## config.mk

```make
export PLATFORM = sky130hd
export DESIGN_NAME = dmem_arbiter
export DESIGN_NICKNAME = d
export VERILOG_FILES = /design/src/rtl/dmem_arbiter.sv
export SDC_FILE = /design/constraint.sdc
export NUM_CORES = 1
export LEC_CHECK = 0
export CAP_MARGIN = 10
export CORE_MARGIN = 5
export CORE_UTILIZATION = 40
export CTS_CLUSTER_DIAMETER = 100
export DETAILED_ROUTE_END_ITERATION = 12
export MAX_ROUTING_LAYER = met4
export PLACE_DENSITY = 0.78
export SLEW_MARGIN = 0
export SYNTH_ARGS = -nofsm -noshare
export SYNTH_HDL_FRONTEND = slang
export SYNTH_SLANG_ARGS = --single-unit
```

## constraint.sdc

```tcl
create_clock -name clk -period 1.9 [get_ports clk]
set_input_delay 0.475 -clock clk [delete_from_list [all_inputs] [get_ports clk]]
set_output_delay 0.475 -clock clk [all_outputs]
set_load 0.05 [all_outputs]
```

## src/rtl/dmem_arbiter.sv

```systemverilog
// dmem_arbiter: round-robin sharing of a single-ported data memory between two req/ack ports
module dmem_arbiter #(
    parameter int ADDR_W = 8,
    parameter int DATA_W = 8
) (
    input  logic              clk,
    input  logic              reset,
    input  logic              req0,
    input  logic              req1,
    input  logic              we0,
    input  logic              we1,
    input  logic [ADDR_W-1:0] addr0,
    input  logic [ADDR_W-1:0] addr1,
    input  logic [DATA_W-1:0] wdata0,
    input  logic [DATA_W-1:0] wdata1,
    output logic              ack0,
    output logic              ack1,
    output logic [DATA_W-1:0] rdata0,
    output logic [DATA_W-1:0] rdata1,
    output logic              busy,
    output logic [ADDR_W-1:0] mem_addr,
    output logic [DATA_W-1:0] mem_wdata,
    output logic              mem_we,
    output logic              mem_re,
    input  logic [DATA_W-1:0] mem_rdata
);
    typedef enum logic [1:0] {IDLE, ACCESS, DONE} state_t;
    state_t state, state_nx;
    logic owner, lat_we, last_grant, grant1, acc;
    logic [ADDR_W-1:0] lat_addr;
    logic [DATA_W-1:0] lat_wdata;
    // next state, tie-break winner and memory/ack drive; reset blocks any write or ack this cycle
    always_comb begin
        grant1    = req1 & (~req0 | ~last_grant);
        state_nx  = state == IDLE ? ((req0 | req1) ? ACCESS : IDLE) : state == ACCESS ? DONE : IDLE;
        acc       = (state == ACCESS) & ~reset;
        mem_we    = acc & lat_we;
        mem_re    = acc & ~lat_we;
        mem_addr  = acc ? lat_addr : '0;
        mem_wdata = acc ? lat_wdata : '0;
        ack0      = (state == DONE) & ~reset & ~owner;
        ack1      = (state == DONE) & ~reset & owner;
    end
    // state register, grant latch, read capture and round-robin history
    always_ff @(posedge clk) begin
        if (reset) begin
            state      <= IDLE;
            busy       <= 1'b0;
            owner      <= 1'b0;
            lat_we     <= 1'b0;
            lat_addr   <= '0;
            lat_wdata  <= '0;
            last_grant <= 1'b1;
            rdata0     <= '0;
            rdata1     <= '0;
        end else begin
            state <= state_nx;
            busy  <= state_nx != IDLE;
            if (state == IDLE && (req0 | req1)) begin
                owner     <= grant1;
                lat_we    <= grant1 ? we1 : we0;
                lat_addr  <= grant1 ? addr1 : addr0;
                lat_wdata <= grant1 ? wdata1 : wdata0;
            end
            if (state == ACCESS && !lat_we && owner) rdata1 <= mem_rdata;
            if (state == ACCESS && !lat_we && !owner) rdata0 <= mem_rdata;
            if (state == DONE) last_grant <= owner;
        end
    end
endmodule

```

After elaboration in Yosys (flattened, before gate mapping)

Cells that the tools add are included.

Register bits: 38
Bits in latches: 0
Memory bits (writable): 0
Memory bits (read-only): 0
Input port bits: 46
Output and inout bits: 37
Logic and storage cells: 41
Memories: 0

Add/sub/neg operators: 0
Multipliers: 0
Div/mod/pow operators: 0
Magnitude comparators: 0
Equal/unequal tests: 2
Shift operators: 0
Muxes and demuxes: 8
Bitwise operators: 14
Reduce and logical (&&, ||, !) cells: 8

Operator list:

| cell                                           | count |
|---|---|
| 2-to-1 mux 8 bit                               | 4 |
| bitwise AND 1 bit                              | 7 |
| inverter 1 bit                                 | 5 |
| logical AND 1 bit                              | 4 |
| 2-to-1 mux 2 bit                               | 2 |
| == test 2 x 1 -> 1 bit (second input constant) | 1 |
| == test 2 bit (second input constant)          | 1 |
| logical NOT 1 bit                              | 2 |
| logical NOT 2 bit                              | 1 |
| 2-to-1 mux 1 bit                               | 2 |
| OR 1 bit                                       | 2 |
| nonzero test 2 bit                             | 1 |

Longest topological paths before layout

Gate-level depths: netlist of the first run.

Depth after elaboration: 4
Gate-level depth with buffers: 5
Gate-level depth less buffers: 3

Worst setup path after synthesis of the first run

OpenSTA, ideal clock, no wires.

Kind: in2out
Start: input port reset
End: output port ack1
Arrival time: 1970 ps
Required time: 1425 ps
Path slack: -545 ps
Cell stages on the path: 3
Buffers on the path: 2
Path through: clkbuf_1 > buf_2 > nor3b_1

Longest elaborated chain between the ends: 3

Ends and longest elaborated chain:

| item                            | line | text |
|---|---|---|
| from (decl)                     | 7    | `input logic reset,` |
| inverter 1 bit                  | 42   | `ack1 = (state == DONE) & ~reset & owner;` |
| bitwise AND 1 bit (2 in series) | 42   |  |
| to (decl)                       | 17   | `output logic ack1,` |

No other way between the ends.

Worst setup path in the final report of the first run

Start: register state[1]
End: output port mem_addr[1]

Longest elaborated chain between the ends: 3

Ends and longest elaborated chain:

| item                   | line | text |
|---|---|---|
| from (decl)            | 28   | `state_t state, state_nx;` |
| from (signal assigned) | 57   | `state <= state_nx;` |
| == test 2 x 1 -> 1 bit | 36   | `acc = (state == ACCESS) & ~reset;` |
| bitwise AND 1 bit      | 36   |  |
| 2-to-1 mux 8 bit       | 39   | `mem_addr = acc ? lat_addr : '0;` |
| to (decl)              | 21   | `output logic [ADDR_W-1:0] mem_addr,` |

No other way between the ends.

==> results of run 1 <==
[path summary, 6_finish.rpt]
path                               endpoint  startpoint  slack, ns  depth (start not counted)
worst min-delay path              rdata0[0]   rdata0[0]       0.45                          2
worst min register to register    rdata0[0]   rdata0[0]       0.45                          2
worst max register to register    rdata1[4]       owner       0.45                          4
worst max-delay path            mem_addr[1]    state[1]       0.06                          5
[flip-flops by register name, indices dropped and copies added (netlist names)]
register and cells:
busy 1, last_grant 1, lat_wdata 8, rdata1 8, lat_addr 8, owner 1, rdata0 8, state 2
lat_we 1
[worst register-to-register path: cells and delay by family, from the launching register on]
kind / cells / cell delay [ns]
AND/OR/NAND/NOR: 2 / 0.40
flip-flops: 1 / 0.50
buffers and inverters: 1 / 0.24
multiplexers: 1 / 0.20
[metrics by stage]
stage	hold WS [ns]	utilization (%)	setup WS (ns)	total power, W
floorplan	0.4879	-	0.08584	0.001231
global placement	0.4442	66.35	0.07325	0.001457
detailed placement	0.4468	66.35	0.02069	0.001468
CTS	0.4574	70.43	0.01666	0.002321
global route	0.4780	70.66	-0.001141	0.002402
finish	0.4542	70.66	0.06444	0.002299
[power by group through the flow]
stage	Combinational, W	Clock [W]	Sequential (W)
finish	0.000560	0.000840	0.000899
global route	0.000601	0.000891	0.000910
CTS	0.000564	0.000856	0.000900
detailed placement	0.000552	0	0.000916
global placement	0.000543	0	0.000914
floorplan	0.000270	0	0.000961
[cell usage after synthesis (all sizes together)]
master / instances / share of area, %
a21bo: 2 / 1.1
a21boi: 1 / 0.64
a21oi: 27 / 7.7
a311oi: 17 / 12
and2: 18 / 6.4
buf: 13 / 4.7
clkbuf: 4 / 0.85
dfxtp: 38 / 43
mux2i: 9 / 5.1
nand2: 52 / 11
nand2b: 3 / 1.1
nor2: 11 / 2.3
nor3: 2 / 0.57
nor3b: 1 / 0.43
nor4b: 1 / 1.3
nor4bb: 1 / 0.57
or2: 1 / 0.36
or4b: 1 / 0.57
[cell type report]
class,count,area [µm²]
Fill cell,355,1269
Timing Repair Buffer,95,1104
Clock inverter,2,60.06
Clock buffer,6,82.58
Sequential cell,38,764.5
Multi-Input combinational cell,147,979.7
Tap cell,52,65.06
[layer usage]
metal,global-route usage (%),vias up
li1,-,862
met1,20.31,771
met2,29.37,67
met3,7.801,8
met4,5.594,0
met5,-,-
[cells by family after synthesis]
| logic type | after synthesis | share of synthesized area, % |
|---|---|---|
| AO/OA/AOI/OAI | 47 | 21.45 |
| AND/OR/NAND/NOR | 91 | 24.72 |
| flip-flops | 38 | 43.18 |
| multiplexers | 9 | 5.114 |
| buffers and inverters | 17 | 5.539 |
[repair_timing]
action / 4_1_cts / 5_1_grt
cloned: 1 / 0
endpoints found under the setup margin: 17 / 16
resized for setup: 9 / 4
pin swaps: 1 / 1
==> impl_metrics.py, run 1 <==
metrics = {
    "final_layout": {
        "final_common_cell": "nand2_1",
        "layout_common_cells": "nand2_1 (52), clkdlybuf4s50_1 (44), dfxtp_1 (37), a21oi_1 (27), buf_4 (26)",
        "finalNetCount": 333,
        "antennaDiodeCount": 0,
        "final_cell_count_no_fill": 340,
        "layout-drive-gt1-share_pct": 32.29,
        "area_growth_pct": 73.44,
        "final_area_um2": 3055,
    },
    "floorplanning": {
        "num_io_pins": 83,
        "die_area_um2": 5832,
        "die_height_um": 76.37,
        "chipWidth_um": 76.37,
        "start_util_pct": 40.74,
        "core_area_um2": 4324,
        "rows": 24,
    },
    "synth": {
        "synth_nets": 248,
        "seq_area_frac_synth_pct": 43.18,
        "synth_area_per_cell_um2": 8.721,
        "ys_types": 21,
        "yosysWarnings": 0,
        "ys_seq_elements": 38,
        "syn_area_um2": 1762,
        "synthCells": 202,
    },
    "global_routing": {
        "grt_pass1_wl_mm": 8.535,
        "grt_max_degree": 20,
        "grt_overflow_total": 0,
        "antenna_found_initial": 0,
        "grt_pass1_vias": 1814,
        "grtUsageTotal_pct": 18.18,
    },
    "placement": {
        "place.gp.congestion": 0.7544,
        "dp_hpwl_mm": 3.844,
        "placed_cells": 331,
        "io_buffers": 82,
        "post_dp_cell_area_um2": 2869,
    },
    "setup_path": {
        "startpoint_type": "flip-flop",
        "cp.buffers_inverters": 2,
        "path_cells": "nand2b_4 -> nor2_4 -> buf_6 -> and2_1 -> buf_12",
        "cp.arrival_ns": 1.36,
        "critPathKind": "flip-flop to primary output",
        "cp.required_ns": 1.42,
        "critPathMaxStageDelay_ns": 0.31,
        "critPathSlowestCell": "dfxtp_1",
        "crit_family": "simple AND/OR/NAND/NOR gates",
        "crit_fanout": 9,
        "end_kind": "primary output",
    },
    "cts": {
        "cts.reportedPaths.clkPinSlew_ns": 0.07,
        "clkLatencyLatePin_ns": 0.29,
        "clockRootBuffer": "clkbuf_8",
        "clock_sinks": 38,
        "h-tree-depth": 2,
        "cts_tree": "done",
        "cts_setup_buffers": 0,
        "cts_hold_buffers": 0,
        "clockBufferDepth": 2,
        "tritoncts.num_buffers": 5,
    },
    "power": {
        "power_frac_comb_pct": 24.4,
        "switchingPower_w": 0.0006082,
        "swShare_pct": 26.45,
        "internal_power_w": 0.001691,
        "power.share.clock_pct": 36.5,
        "powerDensity_nw_per_um2": 752.5,
        "pwr-share-seq_pct": 39.1,
        "leakagePower_nw": 1.201,
        "max-vdd-ir-drop_v": 0.0003180,
    },
    "drt": {
        "wl_met1_mm": 2.088,
        "route.detailed.drc": 0,
        "drtIter0Drc": 45,
        "totalWireLength_mm": 5.030,
        "drt_first_pass_iters": 4,
        "dr.max_layer_used": "met4",
        "wl_per_cell_um": 14.79,
        "met2_wirelength_mm": 2.424,
        "viasPerCell": 5.024,
        "wl_met3_um": 427,
        "ant_nets": 0,
        "vias": 1708,
    },
    "timing": {
        "fin_crit_ns": 1.836,
        "fin_tns_setup_ns": 0,
        "clock_skew_ns": 0.004434,
        "drv_slew": 0,
        "fmax_mhz": 544.8,
        "hold_violations": 0,
        "worstMarginPinSlew_ns": 0.4787,
        "post-route-period-util_pct": 96.61,
        "setup_viol": 0,
        "relSlewSlack_pct": 67.95,
    },
    "run_status": {
        "outcome": "finished, final reports clean",
    },
    "run": {
        "drv_cap": 0,
    },
    "hold_path": {
        "hold_class": "flip-flop to flip-flop",
    },
}
Note: power is estimated with default switching activity, not from simulation.
==> run 2, diff against run 1 <==
CORE_ASPECT_RATIO = 0.8   (was not set)
==> run 2 against run 1 <==
Effect of this change:
- global-route usage up 0.67 points
- die area up 0.14%
- wire length up 2.6%
- worst hold slack better by 0.0039 ns
- critical path depth unchanged
- sequential share of layout area about the same
- clock-buffer cell count down 1
- critical endpoint unchanged
==> impl_metrics.py, run 2 (synthesis results as in run 1) <==
metrics = {
    "run_status": {
        "outcome": "finished, final reports clean",
    },
    "global_routing": {
        "grt_overflow_total": 0,
        "grt_pass1_vias": 1750,
        "grt_max_degree": 41,
        "grt_pass1_wl_mm": 8.625,
        "grtUsageTotal_pct": 18.85,
        "antenna_found_initial": 0,
    },
    "cts": {
        "h-tree-depth": 2,
        "tritoncts.num_buffers": 5,
        "clockBufferDepth": 2,
        "cts.reportedPaths.clkPinSlew_ns": 0.08,
        "clock_sinks": 38,
        "cts_hold_buffers": 0,
        "clockRootBuffer": "clkbuf_8",
        "clkLatencyLatePin_ns": 0.29,
        "cts_tree": "done",
    },
    "run": {
        "drv_cap": 0,
    },
    "timing": {
        "setup_viol": 0,
        "post-route-period-util_pct": 97.06,
        "clock_skew_ns": 0.007871,
        "hold_slack_ns": 0.4581,
        "worstMarginPinSlew_ns": 0.4950,
        "relSlewSlack_pct": 66.86,
        "drv_slew": 0,
        "fin_crit_ns": 1.844,
        "rsz0062_at_grt": "true",
        "hold_violations": 0,
        "fmax_mhz": 542.2,
        "fin_tns_setup_ns": 0,
    },
    "final_layout": {
        "final_util_pct": 72.26,
        "fillers": 335,
        "layout_common_cells": "nand2_1 (52), clkdlybuf4s50_1 (44), dfxtp_1 (36), a21oi_1 (27), buf_4 (26)",
        "final_common_cell": "nand2_1",
        "area_growth_pct": 73.51,
        "antennaDiodeCount": 0,
        "finalNetCount": 333,
        "final_cell_count_no_fill": 345,
        "layout-drive-gt1-share_pct": 34.03,
    },
    "floorplanning": {
        "chipWidth_um": 84.20,
        "rows": 21,
        "die_area_um2": 5840,
        "core_area_um2": 4230,
        "start_util_pct": 41.64,
        "num_io_pins": 83,
        "die_height_um": 69.36,
    },
    "power": {
        "max-vdd-ir-drop_v": 0.0004951,
        "p_total_w": 0.002302,
        "powerDensity_nw_per_um2": 753.0,
        "leakagePower_nw": 1.204,
    },
    "setup_path": {
        "path_cells": "nand2b_4 -> nor2_4 -> buf_4 -> and2_4 -> buf_12",
        "crit_fanout": 4,
        "crit_family": "simple AND/OR/NAND/NOR gates",
        "critPathKind": "flip-flop to primary output",
        "cp.buffers_inverters": 2,
        "end_kind": "primary output",
        "critPathMaxStageDelay_ns": 0.33,
        "cp.arrival_ns": 1.37,
        "cp.required_ns": 1.42,
        "startpoint_type": "flip-flop",
        "critPathSlowestCell": "dfxtp_2",
    },
    "drt": {
        "drtIter0Drc": 48,
        "viasPerCell": 5.067,
        "ant_nets": 0,
        "totalWireLength_mm": 5.159,
        "wl_per_cell_um": 14.95,
        "drt_first_pass_iters": 4,
        "vias": 1748,
        "route.detailed.drc": 0,
    },
    "placement": {
        "io_buffers": 82,
        "place.gp.congestion": 0.7731,
        "placed_cells": 334,
        "dp_hpwl_mm": 3.643,
    },
    "hold_path": {
        "hold_class": "flip-flop to flip-flop",
    },
}
## run 2: cell types whose count changed in the layout (fill, tap and decap cells not counted), sizes merged
| cell | previous run | this run |
|---|---|---|
| clkinv | 0 | 1 |
| clkbuf | 6 | 5 |
## run 2: area by class of cell
type                    instances  area (µm²)  share of cell area (%)
repair buffers                 95        1086                   35.53
multi-input cells             147       996.0                   32.58
clock buffers                   5       68.82                   2.251
clock inverters                 3       68.82                   2.251
well taps                      57       71.32                   2.333
flip-flops and latches         38       765.7                   25.05
## run 2: repair_timing
action | CTS | global route
cloned | 2 | 0
pin swaps | 1 | 1
setup buffers | 0 | 1
gates resized for setup | 18 | 9
endpoints found under the setup margin | 17 | 18
## run 2: where the power goes
group,switching [W],internal [W],total (W)
registers,0.0000436,0.000860,0.000903
clock network,0.000305,0.000526,0.000831
logic,0.000292,0.000276,0.000568
## run 2: path summary, 6_finish.rpt
| check | cells after the start | to | from | slack [ns] |
|---|---|---|---|---|
| max | 5 | mem_addr[1] | state[1] | 0.06 |
| min reg2reg | 2 | rdata0[1] | rdata0[1] | 0.46 |
| min | 2 | rdata0[1] | rdata0[1] | 0.46 |
| max reg2reg | 3 | rdata0[7] | owner | 0.45 |
## run 2: metal layers
metal	track usage, %	share of wire [%]	up-vias
met5	-	0	-
met4	6.429	1.1	0
met3	5.226	6.5	5
met2	29.95	48	65
met1	23.02	45	812
li1	-	-	866
## run 2: worst min-delay path, stage by stage (launching register included)
cell and delay [ns]:
dfxtp_1 0.32, nand2_1 0.05, a21oi_1 0.05
## run 2: metrics by stage
stage,setup slack (ns),instance area [µm²]
3_3_place_gp,0.1062,2835
3_5_place_dp,0.05726,2835
6_report,0.05578,3057
2_1_floorplan,0.08584,1807
5_1_grt,-0.01381,3057
4_1_cts,-0.005081,3033
==> run 3, diff against run 2 <==
SLEW_MARGIN = 20   (was 0)
==> results of run 3 <==
The final DEF is identical to that of run 2; final timing and power are the same.
